**src/rtl/nms_core.sv**
```systemverilog
// Non-maximum suppression core: 2-stage pipeline over a 3x3 magnitude window with line/frame tracking.
// Optional double-threshold classification of kept pixels enabled by macro NMS_DOUBLE_THRESH_EN.
module nms_core #(
  parameter int unsigned DATAWID         = 8,
  parameter int unsigned WINDOW_DATA_WID = 72
) (
  input  logic                       clk,
  input  logic                       rst,
  input  logic                       din_valid,
  input  logic [WINDOW_DATA_WID-1:0] window_data,
  input  logic [1:0]                 dir,
  input  logic [10:0]                IW,
  input  logic [10:0]                IH,
`ifdef NMS_DOUBLE_THRESH_EN
  input  logic [DATAWID-1:0]         th_low,
  input  logic [DATAWID-1:0]         th_high,
`endif
  output logic [DATAWID-1:0]         dout,
  output logic                       dout_valid,
  output logic                       dout_eol,
  output logic                       dout_eof
);

  localparam int unsigned CNT_W = 11;

`ifdef NMS_DOUBLE_THRESH_EN
  localparam logic [DATAWID-1:0] STRONG_VAL = {DATAWID{1'b1}};
  localparam logic [DATAWID-1:0] WEAK_VAL   = DATAWID'(1) << (DATAWID - 1);
`endif

  logic [DATAWID-1:0] c_c;
  logic [DATAWID-1:0] n0_c;
  logic [DATAWID-1:0] n1_c;

  logic               s1_valid;
  logic [DATAWID-1:0] s1_c;
  logic [DATAWID-1:0] s1_n0;
  logic [DATAWID-1:0] s1_n1;

  logic [CNT_W-1:0]   col;
  logic [CNT_W-1:0]   row;

  logic               keep_c;
  logic [DATAWID-1:0] pix_c;
  logic               last_col_c;
  logic               last_row_c;

  // Pick the two neighbours lying along the gradient direction
  always_comb begin
    c_c  = window_data[4*DATAWID +: DATAWID];
    n0_c = window_data[5*DATAWID +: DATAWID];
    n1_c = window_data[3*DATAWID +: DATAWID];
    case (dir)
      2'd1: begin
        n0_c = window_data[8*DATAWID +: DATAWID];
        n1_c = window_data[0 +: DATAWID];
      end
      2'd2: begin
        n0_c = window_data[7*DATAWID +: DATAWID];
        n1_c = window_data[1*DATAWID +: DATAWID];
      end
      2'd3: begin
        n0_c = window_data[6*DATAWID +: DATAWID];
        n1_c = window_data[2*DATAWID +: DATAWID];
      end
      default: ;
    endcase
  end

  always_ff @(posedge clk) begin
    if (rst) begin
      s1_valid <= 1'b0;
      s1_c     <= '0;
      s1_n0    <= '0;
      s1_n1    <= '0;
    end else begin
      s1_valid <= din_valid;
      s1_c     <= c_c;
      s1_n0    <= n0_c;
      s1_n1    <= n1_c;
    end
  end

  // Ties keep the centre so flat ridges are not erased entirely
  always_comb begin
    keep_c     = (s1_c >= s1_n0) && (s1_c >= s1_n1);
    pix_c      = '0;
    last_col_c = (col == (IW - CNT_W'(1)));
    last_row_c = (row == (IH - CNT_W'(1)));
`ifdef NMS_DOUBLE_THRESH_EN
    if (keep_c) begin
      if (s1_c >= th_high) begin
        pix_c = STRONG_VAL;
      end else if (s1_c >= th_low) begin
        pix_c = WEAK_VAL;
      end
    end
`else
    if (keep_c) begin
      pix_c = s1_c;
    end
`endif
  end

  always_ff @(posedge clk) begin
    if (rst) begin
      dout       <= '0;
      dout_valid <= 1'b0;
      dout_eol   <= 1'b0;
      dout_eof   <= 1'b0;
      col        <= '0;
      row        <= '0;
    end else begin
      dout_valid <= s1_valid;
      dout       <= s1_valid ? pix_c : '0;
      dout_eol   <= s1_valid && last_col_c;
      dout_eof   <= s1_valid && last_col_c && last_row_c;
      if (s1_valid) begin
        if (last_col_c) begin
          col <= '0;
          row <= last_row_c ? '0 : row + CNT_W'(1);
        end else begin
          col <= col + CNT_W'(1);
        end
      end
    end
  end

endmodule

```
**config.mk**
```make
export PLATFORM = sky130hd
export DESIGN_NAME = nms_core
export DESIGN_NICKNAME = d
export VERILOG_FILES = /design/src/rtl/nms_core.sv
export SDC_FILE = /design/constraint.sdc
export NUM_CORES = 1
export LEC_CHECK = 0
export ABC_CLOCK_PERIOD_IN_PS = 9050
export CORE_MARGIN = 3
export CORE_UTILIZATION = 40
export CTS_BUF_LIST = sky130_fd_sc_hd__clkbuf_8
export DETAILED_ROUTE_END_ITERATION = 8
export DONT_BUFFER_PORTS = 1
export PLACE_DENSITY = 0.52
export SYNTH_ARGS = -nofsm -noshare
export SYNTH_HDL_FRONTEND = slang
export SYNTH_SLANG_ARGS = --single-unit
```
**constraint.sdc**
```tcl
create_clock -name clk -period 9.05 [get_ports clk]
set_clock_uncertainty 0.15 [all_clocks]
set_input_delay 1.81 -clock clk [delete_from_list [all_inputs] [get_ports clk]]
set_output_delay 1.81 -clock clk [all_outputs]
set_load 0.1 [all_outputs]
```
======== After elaboration in Yosys (flattened, before gate mapping) ========
Cells that the tools add are included.
operators by class
  bitwise operators ....................... 2
  div/mod/pow operators ................... 0
  mux-type cells .......................... 4
  eq/ne operators ......................... 5
  shifts and indexed selects .............. 0
  $mul .................................... 0
  order comparisons ....................... 2
  reductions and logical operators ........ 5
  add/subtract/negate cells ............... 4
operators by type and width
  kind                                                  count
  case mux 8 bit (3 select lines)                       2
  adder 11 x 1 -> 11 bit (second input constant)        2
  equality test 11 bit                                  2
  two-way mux 11 bit                                    2
  subtractor 11 x 1 -> 11 bit (second input constant)   2
  greater-or-equal comparator 8 bit                     2
  equality test 2 bit (second input constant)           2
  logical AND 1 bit                                     3
  OR reduction 3 bit                                    1
  equality test 2 x 1 -> 1 bit (second input constant)  1
  NOT 1 bit                                             2
  AND reduction 2 bit                                   1
word-level totals
  latch bits .............................. 0
  ROM bits ................................ 0
  memory bits (writable) .................. 0
  flip-flop bits (word level) ............. 58
  memories ................................ 0
  input bits .............................. 99
  output and inout bits ................... 11

======== Longest topological paths before layout ========
  word-level depth ........................ 4
  gate-level depth with buffers ........... 10
  depth with buffers taken out ............ 9

======== Worst setup path before layout ========
OpenSTA, ideal clock, no wires.
  kind .................................... input port to flip-flop
  from .................................... in IH[0]
  to ...................................... reg row[4]
  cell stages on the path ................. 10
  library setup time ...................... 0.117 ns
  arrival time ............................ 4.022 ns
  slack ................................... 4.761 ns
  buffers on the path ..................... 1
  required time ........................... 8.783 ns
  cell sequence ........................... inv_1 -> ha_1 -> or4b_4 -> or4b_1 -> o41ai_2 -> o31ai_1 -> nor4_2 -> buf_4 -> o31ai_1 -> a22o_1
on the way
  cells in the longest elaborated chain, start to end .. 3
ends and longest elaborated chain
  element                      RTL line  source
  start: declaration           13        input logic [10:0] IH,
  subtractor 11 x 1 -> 11 bit  89        last_row_c = (row == (IH - CNT_W'(1)));
  equality test 11 bit         89
  two-way mux 11 bit           121       row <= last_row_c ? '0 : row + CNT_W'(1);
  end signal: assignment       121
  end: declaration             41        logic [CNT_W-1:0] row;
No other way between the ends.
A chain may end at the register's enable or synchronous reset.

======== Final worst setup path ========
  from .................................... in IH[0]
  to ...................................... reg row[0]
Same word-level chain as after synthesis.

==> results.sh <==
export IMPL_cp_arrival_ns=5.09
export IMPL_slew_headroom=0.153
export IMPL_dp_hpwl_um=6010
export IMPL_antenna_found_initial=0
export IMPL_drt_initial_drc_count=111
export IMPL_die_x_um=99.3
export IMPL_die_h_um=99.3
export IMPL_min_from="s1_c[0]"
export IMPL_r2r_slack_ns=5.83
export IMPL_grt_max_degree=42
export IMPL_io_pins=110
export IMPL_hold_viol=0
export IMPL_drc=0
export IMPL_r2r_start="col[6]"
export IMPL_cts_tree="built"
export IMPL_cts_root_buffer="clkbuf_8"
export IMPL_period_share=0.549
export IMPL_clk_latency_ns=0.34
export IMPL_area_delta_synth_final_pct=7.47
export IMPL_syn_cell_area_um2=3480
export IMPL_ys_flop_type="dfxtp_1"
export IMPL_fin_setup_tns_ns=0
export IMPL_status="finished, final reports clean"
export IMPL_clock_fmax_mhz=201
export IMPL_whs_ns=0.304
export IMPL_core_region_area_um2=8340
export IMPL_fin_ws_ns=4.08
export IMPL_htreeDepth=3
export IMPL_gr_usage_all_layers=0.156
export IMPL_startpoint="IH[0]"
export IMPL_end_kind="flip-flop"
export IMPL_clk_pin_slew_ns=0.07
export IMPL_p_per_area_nw_per_um2=146
export IMPL_wl_met1_um=3620
export IMPL_num_rows=33
export IMPL_post_cts_resized=0
export IMPL_power_w=0.000548
export IMPL_ir_drop_v=0.0000580
export IMPL_critPathKind="primary input to flip-flop"
export IMPL_dr_wl_met3_um=566
export IMPL_cts_buffers_inserted=9
export IMPL_cts_hold_buf=0
export IMPL_netlist_instances=370
export IMPL_synth_seq_cells=58
export IMPL_numPortBuffers=0
export IMPL_pre_cts_ws_ns=3.72
export IMPL_initial_core_util=0.418
export IMPL_synth_area_leader_cell="dfxtp_1"
export IMPL_period_minus_slack_ns=4.97
export IMPL_drive_above_1_share=0.110
export IMPL_setup_viol=0
export IMPL_postRouteAntennaNets=0
export IMPL_ys_seq_area_frac=0.333
export IMPL_fin_util=0.449
export IMPL_final_max_slew_viol_count=0
export IMPL_fp_dieArea_um2=9860
export IMPL_finalWirelength_um=7490
export IMPL_ys_types=55
export IMPL_startpoint_type="primary input"
export IMPL_grt_pass1_wl_um=12400
export IMPL_synth_edf_count=0
export IMPL_detailedRoute_firstPassIterationCount=4
export IMPL_cap_violations=0
export IMPL_place_gp_congestion=0.814
export IMPL_post_drt_wl_per_cell_um=15.6
export IMPL_nets=488
export IMPL_grt_pass1_vias=2646
export IMPL_syn_avg_cell_area_um2=9.41
export IMPL_hold_class="flip-flop to flip-flop"
export IMPL_netlist_area_leader_share=0.333
export IMPL_yosys_warnings=0
export IMPL_num_antenna_cells=0
export IMPL_post_cts_buffers=0
export IMPL_leakage_nw=1.44
export IMPL_clock_path_buffers=2
export IMPL_ys_top_cells_by_area="dfxtp_1 33%, mux4_2 10%, ha_1 7.2%"
export IMPL_overflow=0
export IMPL_required_ns=9.18
export IMPL_fillCellCount=817
export IMPL_dr_wl_met2_um=3160
export IMPL_vias=2645
export IMPL_cts_sinks=58
export IMPL_highest_layer="met4"
export IMPL_synthArstFlopShare=0
export IMPL_worst_pin_slew_ns=1.26
export IMPL_syn_num_nets=489
export IMPL_cp_max_fo=11
export IMPL_viasPerCell=5.52
export IMPL_rsz0062_at_grt="no"
worst max-delay path, stage by stage:
cell     delay [ns]
inv_1          0.03
ha_1           0.18
or4b_4         0.49
or4b_1         0.53
nor4b_1        0.17
o31ai_1        0.30
nor4_2         0.08
buf_4          0.18
nor3_1         1.00
mux2_2         0.31
power breakdown:
group / total [W] / switching [W] / internal, W
logic: 0.0000638 / 0.0000273 / 0.0000365
clock network: 0.000212 / 0.000106 / 0.000106
registers: 0.000272 / 0.00000825 / 0.000264
total: 0.000548 / 0.000141 / 0.000407
cells by family after synthesis:
| group | after synthesis | share of synthesized area |
|---|---|---|
| xor gates and xnor gates | 31 | 0.0779 |
| adders and majority gates | 20 | 0.0718 |
| and+or+nand+nor | 142 | 0.229 |
| DFF | 58 | 0.333 |
| AOI/OAI and AO/OA | 63 | 0.136 |
| muxes | 17 | 0.107 |
| buffers and inverters | 39 | 0.0445 |
layer usage:
metal / GRT usage / up-vias
li1: - / 1335
met1: 0.216 / 1194
met2: 0.228 / 107
met3: 0.0435 / 9
met4: 0.0672 / 0
met5: 0 / -
layout make-up:
class                   count  area, µm²  area share
multi-input cells         273       2170       0.579
clock inverters             6       41.3      0.0110
clock buffers              10        138      0.0368
repair buffers              1       7.51     0.00201
well taps                 105        131      0.0351
flip-flops and latches     58       1160       0.310
inverters                  26       97.6      0.0261
through the flow:
stage | area (µm²) | std cells
floorplan | 3480 | 370
detailed placement | 3560 | 463
global route | 3740 | 479
global placement | 3560 | 463
finish | 3740 | 479
CTS | 3740 | 479
worst paths after layout:
kind	endpoint	depth (start not counted)
setup / recovery	row[0]	10
hold / removal	dout[0]	2
setup reg to reg	row[0]	6
hold reg to reg	dout[0]	2
state kept, by name (all words and copies together), names as in the netlist, 8 cells and up:
signal / count
col: 11
row: 11
dout: 8
s1_c: 8
s1_n0: 8
s1_n1: 8
cells in the final DEF, fill, tap and decap left out, types with 3 or more instances in the layout:
cell / n
inv_1: 26
a31oi_1: 5
nor2_1: 31
xnor2_1: 21
and2_1: 3
nand3b_1: 5
xor2_1: 10
o31ai_1: 9
a211oi_1: 5
nand4_1: 8
dfxtp_1: 58
and3_1: 8
mux4_2: 16
a22o_1: 8
nor2b_1: 33
nor3_1: 7
nand2_1: 13
ha_1: 20
clkinvlp_4: 3
clkbuf_8: 10
a21o_1: 8
nand2b_1: 3
o21ai_0: 6
a21oi_1: 4
nand3_1: 15
synthesized netlist by cell type (all sizes together), types with 8 or more instances:
| master | count |
|---|---|
| nand2 | 13 |
| clkbuf | 8 |
| inv | 26 |
| nand4 | 8 |
| a21o | 8 |
| nor2 | 31 |
| xnor2 | 21 |
| and3 | 8 |
| mux4 | 16 |
| a22o | 8 |
| o31ai | 9 |
| dfxtp | 58 |
| nand3 | 15 |
| xor2 | 10 |
| ha | 20 |
| nor2b | 33 |
No activity file was read; power rests on OpenSTA's default activity.
